<file path="src/rtl/cpu_sequencer_if.sv">
// cpu_sequencer_if: instruction ROM, ALU and output-port signals between the
// sequencer (master) and its environment (slave: ROM, ALU and output sink).
interface cpu_sequencer_if #(
    parameter int PC_W    = 4,
    parameter int INSTR_W = 12
);
    // Instruction ROM (synchronous, data valid the cycle after imem_en)
    logic [PC_W-1:0]    imem_addr;
    logic               imem_en;
    logic [INSTR_W-1:0] imem_data;

    // External combinational 4-bit ALU
    logic [3:0]         alu_a;
    logic [3:0]         alu_b;
    logic [1:0]         alu_control;
    logic [3:0]         alu_result;

    // Output port (valid/ready)
    logic [3:0]         out_data;
    logic               out_valid;
    logic               out_ready;

    // Status
    logic               zero;
    logic               halted;

    modport master (
        output imem_addr, imem_en, alu_a, alu_b, alu_control,
               out_data, out_valid, zero, halted,
        input  imem_data, alu_result, out_ready
    );

    modport slave (
        input  imem_addr, imem_en, alu_a, alu_b, alu_control,
               out_data, out_valid, zero, halted,
        output imem_data, alu_result, out_ready
    );
endinterface

</file>
<file path="src/rtl/cpu_sequencer.sv">
// cpu_sequencer: fetch/decode/execute controller for the 4-bit CPU. Fetches
// from a synchronous ROM, drives the external ALU during EXEC, writes results
// back to a 4-entry register file and emits register values on a valid/ready
// port. Every instruction takes FETCH, DECODE and EXEC (3 cycles); OUT adds
// at least one handshake cycle, HALT is terminal until reset.
// Optional: define CPU_SEQ_SINGLE_STEP_EN to add a `step` input; FETCH then
// waits (imem_en=0) until step=1 and issues the fetch in that same cycle.
module cpu_sequencer #(
    parameter int PC_W    = 4,
    parameter int INSTR_W = 12
) (
    input  logic clk,
    input  logic rst_n,
`ifdef CPU_SEQ_SINGLE_STEP_EN
    input  logic step,
`endif
    cpu_sequencer_if.master bus
);

    typedef enum logic [2:0] {
        S_FETCH, S_DECODE, S_EXEC, S_OUT, S_HALT
    } state_t;

    typedef enum logic [3:0] {
        OP_NOP  = 4'h0,
        OP_ADD  = 4'h1,
        OP_OR   = 4'h2,
        OP_XOR  = 4'h3,
        OP_NOT  = 4'h4,
        OP_LDI  = 4'h5,
        OP_JMP  = 4'h6,
        OP_JZ   = 4'h7,
        OP_OUT  = 4'h8,
        OP_HALT = 4'hF
    } opcode_t;

    typedef enum logic [1:0] {
        CTL_ADD = 2'b00,
        CTL_OR  = 2'b01,
        CTL_XOR = 2'b10,
        CTL_NOT = 2'b11
    } alu_ctl_t;

    state_t             state_q, state_d;
    logic [PC_W-1:0]    pc_q, pc_d;
    logic [INSTR_W-1:0] ir_q, ir_d;
    logic [3:0]         rf_q [4];
    logic [3:0]         rf_d [4];
    logic               zero_q, zero_d;
    logic [3:0]         out_data_q, out_data_d;
    logic               out_valid_q, out_valid_d;
    logic               halted_q, halted_d;

    logic               imem_en_c;
    logic [3:0]         alu_a_c, alu_b_c;
    alu_ctl_t           alu_ctl_c;
    logic               fetch_go;

    // Instruction fields
    logic [3:0] opcode;
    logic [1:0] rd, rs;
    logic [3:0] imm;
    assign opcode = ir_q[11:8];
    assign rd     = ir_q[7:6];
    assign rs     = ir_q[5:4];
    assign imm    = ir_q[3:0];

`ifdef CPU_SEQ_SINGLE_STEP_EN
    assign fetch_go = step;
`else
    assign fetch_go = 1'b1;
`endif

    // Next-state, datapath update and ALU/ROM drive for the current state.
    always_comb begin
        // NOTE: every signal written here gets a default first, so no path
        // through the case statements can leave one unassigned (no latches).
        // NOTE: blocking (=) assignments: this block is combinational logic.
        state_d     = state_q;
        pc_d        = pc_q;
        ir_d        = ir_q;
        rf_d        = rf_q;
        zero_d      = zero_q;
        out_data_d  = out_data_q;
        out_valid_d = out_valid_q;
        halted_d    = halted_q;
        imem_en_c   = 1'b0;
        alu_a_c     = '0;
        alu_b_c     = '0;
        alu_ctl_c   = CTL_ADD;

        case (state_q)
            S_FETCH: begin
                if (fetch_go) begin
                    imem_en_c = 1'b1;
                    state_d   = S_DECODE;
                end
            end
            S_DECODE: begin
                ir_d    = bus.imem_data;
                state_d = S_EXEC;
            end
            S_EXEC: begin
                state_d = S_FETCH;
                pc_d    = pc_q + PC_W'(1);
                case (opcode)
                    OP_ADD, OP_OR, OP_XOR: begin
                        alu_a_c   = rf_q[rd];
                        alu_b_c   = rf_q[rs];
                        alu_ctl_c = (opcode == OP_ADD) ? CTL_ADD :
                                    (opcode == OP_OR)  ? CTL_OR  : CTL_XOR;
                        rf_d[rd]  = bus.alu_result;
                        zero_d    = (bus.alu_result == 4'd0);
                    end
                    OP_NOT: begin
                        alu_a_c   = rf_q[rs];
                        alu_ctl_c = CTL_NOT;
                        rf_d[rd]  = bus.alu_result;
                        zero_d    = (bus.alu_result == 4'd0);
                    end
                    OP_LDI: begin
                        rf_d[rd] = imm;
                        zero_d   = (imm == 4'd0);
                    end
                    OP_JMP: pc_d = PC_W'(imm);
                    OP_JZ: begin
                        if (zero_q) pc_d = PC_W'(imm);
                    end
                    OP_OUT: begin
                        out_data_d  = rf_q[rd];
                        out_valid_d = 1'b1;
                        state_d     = S_OUT;
                    end
                    OP_HALT: begin
                        halted_d = 1'b1;
                        pc_d     = pc_q;
                        state_d  = S_HALT;
                    end
                    default: ; // NOP and unused opcodes
                endcase
            end
            S_OUT: begin
                if (bus.out_ready) begin
                    out_valid_d = 1'b0;
                    state_d     = S_FETCH;
                end
            end
            S_HALT:  ;
            default: state_d = S_FETCH;
        endcase
    end

    // FSM state register.
    always_ff @(posedge clk or negedge rst_n) begin
        // NOTE: non-blocking (<=) for all sequential state so every register
        // samples the pre-edge values.
        if (!rst_n) state_q <= S_FETCH;
        else        state_q <= state_d;
    end

    // Architectural state: pc, IR, register file, zero flag, output port.
    always_ff @(posedge clk or negedge rst_n) begin
        if (!rst_n) begin
            pc_q        <= '0;
            ir_q        <= '0;
            // NOTE: the register file is reset on purpose: programs may read
            // R0-R3 before writing them and must see 0.
            for (int i = 0; i < 4; i++) rf_q[i] <= '0;
            zero_q      <= 1'b0;
            out_data_q  <= '0;
            out_valid_q <= 1'b0;
            halted_q    <= 1'b0;
        end else begin
            pc_q        <= pc_d;
            ir_q        <= ir_d;
            rf_q        <= rf_d;
            zero_q      <= zero_d;
            out_data_q  <= out_data_d;
            out_valid_q <= out_valid_d;
            halted_q    <= halted_d;
        end
    end

    assign bus.imem_addr   = pc_q;
    // The reset state is FETCH; keep the ROM enable low while reset is held.
    assign bus.imem_en     = imem_en_c & rst_n;
    assign bus.alu_a       = alu_a_c;
    assign bus.alu_b       = alu_b_c;
    assign bus.alu_control = alu_ctl_c;
    assign bus.out_data    = out_data_q;
    assign bus.out_valid   = out_valid_q;
    assign bus.zero        = zero_q;
    assign bus.halted      = halted_q;

endmodule

</file>
<file path="src/flat_wrapper.sv">
// flat-port wrapper written by rule: the top's interface ports become plain ports
module cpu_sequencer_flat 
#(
    parameter int PC_W    = 4,
    parameter int INSTR_W = 12
)
  (clk, rst_n, bus_imem_addr, bus_imem_en, bus_alu_a, bus_alu_b, bus_alu_control, bus_out_data, bus_out_valid, bus_zero, bus_halted, bus_imem_data, bus_alu_result, bus_out_ready);
  cpu_sequencer_if #(.PC_W(PC_W), .INSTR_W(INSTR_W)) bus_i ();
  input  logic clk;
  input  logic rst_n;
  output wire logic [$bits(bus_i.imem_addr)-1:0] bus_imem_addr;
  output wire logic [$bits(bus_i.imem_en)-1:0] bus_imem_en;
  output wire logic [$bits(bus_i.alu_a)-1:0] bus_alu_a;
  output wire logic [$bits(bus_i.alu_b)-1:0] bus_alu_b;
  output wire logic [$bits(bus_i.alu_control)-1:0] bus_alu_control;
  output wire logic [$bits(bus_i.out_data)-1:0] bus_out_data;
  output wire logic [$bits(bus_i.out_valid)-1:0] bus_out_valid;
  output wire logic [$bits(bus_i.zero)-1:0] bus_zero;
  output wire logic [$bits(bus_i.halted)-1:0] bus_halted;
  input wire logic [$bits(bus_i.imem_data)-1:0] bus_imem_data;
  input wire logic [$bits(bus_i.alu_result)-1:0] bus_alu_result;
  input wire logic [$bits(bus_i.out_ready)-1:0] bus_out_ready;
  assign bus_imem_addr = bus_i.imem_addr;
  assign bus_imem_en = bus_i.imem_en;
  assign bus_alu_a = bus_i.alu_a;
  assign bus_alu_b = bus_i.alu_b;
  assign bus_alu_control = bus_i.alu_control;
  assign bus_out_data = bus_i.out_data;
  assign bus_out_valid = bus_i.out_valid;
  assign bus_zero = bus_i.zero;
  assign bus_halted = bus_i.halted;
  assign bus_i.imem_data = bus_imem_data;
  assign bus_i.alu_result = bus_alu_result;
  assign bus_i.out_ready = bus_out_ready;
  cpu_sequencer #(.PC_W(PC_W), .INSTR_W(INSTR_W)) u_core (.clk(clk), .rst_n(rst_n), .bus(bus_i));
endmodule
</file>
<file path="config.mk">
export PLATFORM = sky130hd
export DESIGN_NAME = cpu_sequencer_flat
export DESIGN_NICKNAME = d
export VERILOG_FILES = /design/src/rtl/cpu_sequencer_if.sv /design/src/rtl/cpu_sequencer.sv /design/src/flat_wrapper.sv
export SDC_FILE = /design/constraint.sdc
export NUM_CORES = 1
export LEC_CHECK = 0
export ABC_AREA = 1
export CAP_MARGIN = 20
export CORE_AREA = 2 2 104 56
export CTS_CLUSTER_DIAMETER = 80
export DETAILED_ROUTE_END_ITERATION = 12
export DIE_AREA = 0 0 106 58
export GPL_TIMING_DRIVEN = 0
export PLACE_DENSITY = 0.74
export SYNTH_ARGS = -nofsm -noshare
export SYNTH_HDL_FRONTEND = slang
export SYNTH_SLANG_ARGS = --single-unit
</file>
<file path="constraint.sdc">
create_clock -name clk -period 1.3 [get_ports clk]
set_clock_uncertainty 0.05 [all_clocks]
set_input_delay 0.13 -clock clk [delete_from_list [all_inputs] [get_ports clk]]
set_output_delay 0.13 -clock clk [all_outputs]
set_load 0.02 [all_outputs]
</file>
==> impl_metrics.py <==
metrics = {
    "setup_path": {
        "cp_max_fo": 5,
        "crit_arrival_ns": 1.65,
        "end_kind": "output port",
        "required_ns": 1.12,
        "r2r_slack_ns": -0.29,
        "cp-startpoint": "u_core.ir_q[7]$_DFFE_PN0P_",
        "worst_r2r_endpoint": "u_core.rf_q[0]$_DFFE_PN0P_",
        "r2r-start": "u_core.state_q[0]$_DFFE_PN0P_",
        "ff2ff_path_depth": 10,
        "critPathKind": "flip-flop to output port",
        "crit_path_start_kind": "flip-flop",
    },
    "detailed_routing": {
        "vias_per_cell": 5.533,
        "drc": 0,
        "dr.pass1.iters": 5,
        "drt-initial-drc-count": 190,
        "antenna_left": 0,
        "wl_um": 8812,
        "wl_per_cell_um": 17.52,
        "num_vias": 2783,
    },
    "run_status": {
        "status": "complete, but fails checks",
        "violations": "setup timing",
    },
    "floorplanning": {
        "core_mm2": 0.005254,
        "die_area_mm2": 0.006148,
        "die_w_um": 106,
        "start_util": 0.4580,
        "row_count": 19,
        "fp.dieH_um": 58,
        "ioPinCount": 41,
    },
    "synth": {
        "synth.lib_cells_used.distinct": 26,
        "syn_nets": 359,
        "syn_area_mm2": 0.002406,
        "synth_warnings": 0,
        "synth_cells": 339,
        "ys_ff_latch": 42,
        "seq_area_frac_synth": 0.4368,
        "synth.avg_cell_area_um2": 7.098,
    },
    "global_route": {
        "track_usage": 0.2581,
        "grt_pass1_wl_um": 12020,
        "grtUsageMet3": 0.06637,
        "antenna_found_initial": 0,
        "gr-usage-met2": 0.3779,
        "grt_pass1_vias": 2385,
        "grt_max_degree": 36,
        "busiest_layer": "met1",
        "overflow": 0,
        "use_met1": 0.3869,
    },
    "sta": {
        "layout_worst_path_cycle_share": 1.411,
        "relSlewSlack": 0.7194,
        "slew_violations": 0,
        "fin_ws_ns": -0.5340,
        "holdWs_ns": 0.2168,
        "period_needed_ns": 1.834,
        "finalHoldViolations": 0,
        "final.setup.tns_ns": -10.38,
        "setup_violations": 49,
        "tightestPinTransition_ns": 0.4195,
        "rsz0062_at_grt": "yes",
        "fmax_mhz": 545.3,
    },
    "placement": {
        "dp_hpwl_um": 4946,
        "gp_congestion": 0.8759,
        "portBuffers": 40,
    },
    "clocking": {
        "cts_tree": "built",
        "clockBufferDepth": 2,
        "clkSinkCount": 42,
        "htree_levels": 2,
        "cts_inserted_buffers": 5,
        "insertion_delay_ns": 0.32,
        "clk_pin_slew_ns": 0.10,
        "cts_root_buf": "clkbuf_8",
    },
    "finish": {
        "drive_above_1_share": 0.4558,
        "final_nets": 449,
        "mostFrequentLayoutCells": "nand2_1, nand2_2, dfrtp_1",
        "diodes": 0,
        "areaGrowthSynthToFinish_pct": 66.51,
        "final_common_cell": "nand2_1",
    },
    "worst_hold_path": {
        "hold_class": "input pin to asynchronous set/reset pin",
    },
    "pwr": {
        "peakVddDrop_uv": 1375,
        "power_density_mw_per_mm2": 2493,
        "leakagePower_uw": 0.001911,
    },
    "job": {
        "cap_violations": 0,
    },
}
[per-layer routing]
layer  vias to the layer above  routed length (um)  part of all wire
met5                         -                   0                 0
met1                      1334                3794              0.43
met2                       162                4013              0.46
met3                        26                 803             0.091
li1                       1261                   -                 -
met4                         0                 200             0.023
[cells in the mapped netlist]
master    instances  area [um2]
nand2_1         131       491.7
nand4_1           4       25.02
inv_1            33       123.9
dfrtp_1          42        1051
o211ai_1          6       45.04
o21ai_0           9       45.04
mux2_2            1       11.26
buf_12            1       20.02
nand2_4           5       56.30
a21oi_1          20       100.1
nand3_1          28       140.1
buf_2             4       20.02
buf_6             1       11.26
o21ai_1           1       5.000
nor2_1           36       135.1
nand2_2           1       6.260
clkbuf_1          1       3.750
clkinv_1          1       3.750
a22oi_1           2       15.01
nor3b_2           1       12.51
ha_1              1       12.51
nor3_1            1       5.000
inv_2             1       3.750
nor2_2            5       31.28
xor2_1            1       8.760
nor2_4            2       22.52
[flip-flops by register name, indices dropped and copies added, names as in the netlist]
register	cells
u_core.bus.halted	1
u_core.bus.out_data	4
u_core.bus.out_valid	1
u_core.state_q	3
u_core.rf_q	16
u_core.ir_q	12
u_core.bus.imem_addr	4
u_core.bus.zero	1
[layout make-up]
cell class / instances / area (um2)
Clock inverter: 3 / 25.02
Multi-Input combinational cell: 256 / 1687
Fill cell: 353 / 1247
Inverter: 35 / 151.4
Sequential cell: 42 / 1061
Tap cell: 73 / 91.34
Timing Repair Buffer: 83 / 833.3
Buffer: 6 / 88.84
Clock buffer: 5 / 68.82
[worst max-delay path by stage]
stage,end,slack (ns),cells past startpoint
2_1_floorplan,u_core.rf_q[10]$_DFFE_PN0P_,-0.005,9
3_3_place_gp,bus_imem_en,-1.75,4
3_5_place_dp,bus_alu_a[2],-0.75,7
4_1_cts,bus_alu_a[2],-0.43,7
5_1_grt,bus_alu_a[3],-0.58,8
6_report,bus_alu_a[0],-0.53,7
[cells by family (layout without fill, tap and decap cells)]
group,count (synthesis),after routing,synth area share
mux,1,1,0.004680
simple gates,214,215,0.3848
fa+ha+maj,1,1,0.005199
buf+inv,42,132,0.07748
compound gates,38,38,0.08736
xor+xnor,1,1,0.003641
flops,42,42,0.4368
[metrics by stage]
step | power, uW | instance area, um2 | setup WS (ns) | cells | utilization
global placement | 5909 | 2933 | -1.750 | 452 | 0.5582
floorplan | 4824 | 2441 | -0.005376 | 339 | -
finish | 9988 | 4006 | -0.5340 | 503 | 0.7626
CTS | 8116 | 3468 | -0.4300 | 487 | 0.6602
global route | 10500 | 4006 | -0.5773 | 503 | 0.7626
detailed placement | 6026 | 2948 | -0.7503 | 453 | 0.5611
[what timing repair did]
item / CTS / global route
gates cloned: 5 / 1
buffers inserted: 21 / 16
endpoints found under the hold margin: 42 / 0
hold buffers: 1 / 0
setup endpoints to repair: 61 / 51
pin swaps: 24 / 30
resized for setup: 143 / 114
[worst max-delay path, stage by stage (launching register included)]
cell and delay (ns):
dfrtp_2 0.48, buf_6 0.15, nor2_4 0.18, nand2_1 0.09
nand4_1 0.15, nand2_1 0.09, nand2_2 0.08, buf_6 0.11
[power breakdown]
part / leakage [uW] / switching, uW / internal [uW]
clock network: 0.0000447 / 554 / 389
registers: 0.000473 / 749 / 1920
logic: 0.00139 / 3660 / 2720
total: 0.00191 / 4960 / 5030
Power figures use the tool's default switching activity.
==> RTL change: new RTL, same settings <==
Make the reset (`rst_n`) synchronous in 2 clocked blocks.
--- a/src/rtl/cpu_sequencer.sv
+++ b/src/rtl/cpu_sequencer.sv
@@ -152,5 +152,5 @@
 
     // FSM state register.
-    always_ff @(posedge clk or negedge rst_n) begin
+    always_ff @(posedge clk) begin
         // NOTE: non-blocking (<=) for all sequential state so every register
         // samples the pre-edge values.
@@ -160,5 +160,5 @@
 
     // Architectural state: pc, IR, register file, zero flag, output port.
-    always_ff @(posedge clk or negedge rst_n) begin
+    always_ff @(posedge clk) begin
         if (!rst_n) begin
             pc_q        <= '0;
Function: differs if rst_n is asserted again (counterexample within 4 cycles, from zero or initial values and one cycle with rst_n low); with rst_n held inactive, the same outputs for 10 cycles.
==> RTL change against the original RTL <==
The run still ends with negative setup slack left. Design area shrank 16%. Sequential cell count is the same. Setup slack gained 0.076 ns. Critical path depth is the same. Worst hold slack lost 0.15 ns. Synthesized area shrank 6.4%. Routed wire length shrank 17%. Final cell count shrank 1.6%.
Power is not compared: it rests on default switching activity, and its combinational part moved more than twofold at a synthesized area within 25%.
==> RTL change: results <==
{
  "nets": 441,
  "seq_area_frac_synth": 0.374,
  "cts_root_buf": "clkbuf_8",
  "number_of_antenna_violations_at_the_first_check_in_global_routing": 0,
  "timing.hold.worst.class": "primary input to register",
  "violated_checks": "negative setup slack",
  "ys_async_sr_fraction": 0,
  "worst_pin_slew_ns": 0.563,
  "synth_area_leaders": "dfxtp_1 37%, nand2_1 16%, nand3_1 8.9%",
  "synth_top_cells_by_count": "96 x nand2_1, 49 x nor2_1, 42 x dfxtp_1",
  "clk_latency_ns": 0.31,
  "regToRegEndpoint": "u_core.rf_q[12]",
  "synth.lib_cells_used.distinct": 24,
  "setup-tns-final_ns": -8.46,
  "timing.final.setup_violations": 36,
  "result_of_the_run": "finished with violations",
  "cts_clk_pin_slew_worst_paths_ns": 0.09,
  "place_congestion": 0.904,
  "route.detailed.wl_per_inst_um": 14.8,
  "critical_path.slowest_cell": "dfxtp_2",
  "regToRegStartpoint": "u_core.ir_q[10]",
  "ys_warn_count": 0,
  "grt_pass1_wl_um": 11000,
  "final_critical_path_setup_slack_ns": -0.458,
  "fillCellCount": 495,
  "cts_post_setup_buffers_inserted": 12,
  "number_of_vias_after_detailed_routing": 2513,
  "clockBufferDepth": 2,
  "fin_hold_ws_ns": 0.0713,
  "grtUsageTotal": 0.232,
  "io_buffer_count": 39,
  "antenna_cells": 0,
  "timing.critical_path.fanout_max": 4,
  "largestRegisters": "u_core.rf_q (16), u_core.ir_q (12)",
  "worst_hold_startpoint": "rst_n",
  "cpLargestDelayFamily": "buffers and inverters",
  "ff2ff_setup_slack_ns": -0.30,
  "postSynth.topFlopCell": "dfxtp_1",
  "hpwlAfterDp_um": 5000,
  "r2r.worst_path.cells": 10,
  "area_growth_pct": 50.2,
  "first_global_vias": 2275,
  "first_iter_violations": 160,
  "synth_net_count": 374,
  "worst_path_largest_cell_delay_ns": 0.34,
  "postCtsResizedCells": 105,
  "layout_cells_sized_above_1": 0.320,
  "crit_start": "u_core.state_q[2]",
  "hold_end": "u_core.ir_q[11]",
  "critical_path_arrival_ns": 1.58,
  "grt_start_max_net_pins": 15
}
[RTL change: changes by cell type in the layout (fill, tap and decap cells not counted), sizes merged, moves of 2 or more]
| cell | change |
|---|---|
| a21oi | +12 |
| a22oi | -2 |
| buf | -15 |
| clkbuf | +3 |
| dfrtp | -42 |
| dfxtp | +42 |
| nand2 | -37 |
| nand3 | +12 |
| nand4 | +2 |
| nor2 | +12 |
| o211ai | -6 |
| o21ai | +6 |
| o31ai | +5 |
[RTL change: cell families after synthesis]
family          share of synthesized area
xor+xnor                          0.00389
buf+inv                             0.101
fa+ha+maj                         0.00556
simple gates                        0.393
compound gates                      0.123
flops                               0.374
[RTL change: per-layer routing]
metal / vias up / track usage / share of wire
met2: 85 / 0.342 / 0.42
met1: 1151 / 0.346 / 0.50
met5: - / 0.0476 / 0.0047
met4: 2 / 0.0508 / 0.0086
met3: 10 / 0.0495 / 0.072
li1: 1265 / - / -
[RTL change: stage by stage]
step / util / setup WS [ns] / cells / cell area [µm²]
after floorplan: - / -0.00289 / 354 / 2320
after global placement: 0.533 / -0.695 / 466 / 2800
after detailed placement: 0.533 / -0.750 / 466 / 2800
after CTS: 0.579 / -0.443 / 488 / 3040
after global routing: 0.643 / -0.520 / 495 / 3380
final: 0.643 / -0.458 / 495 / 3380
[RTL change: where the power goes]
part | internal, mW | switching [mW]
combinational | 0.367 | 0.569
sequential | 1.37 | 0.0975
clock | 0.379 | 0.501
[RTL change: area by class of cell]
cell class | count | share of cell area
multi-input cells | 260 | 0.437
flip-flops and latches | 42 | 0.255
repair buffers | 60 | 0.171
inverters | 36 | 0.0448
plain buffers | 16 | 0.0396
well taps | 73 | 0.0270
clock buffers | 5 | 0.0204
clock inverters | 3 | 0.00555
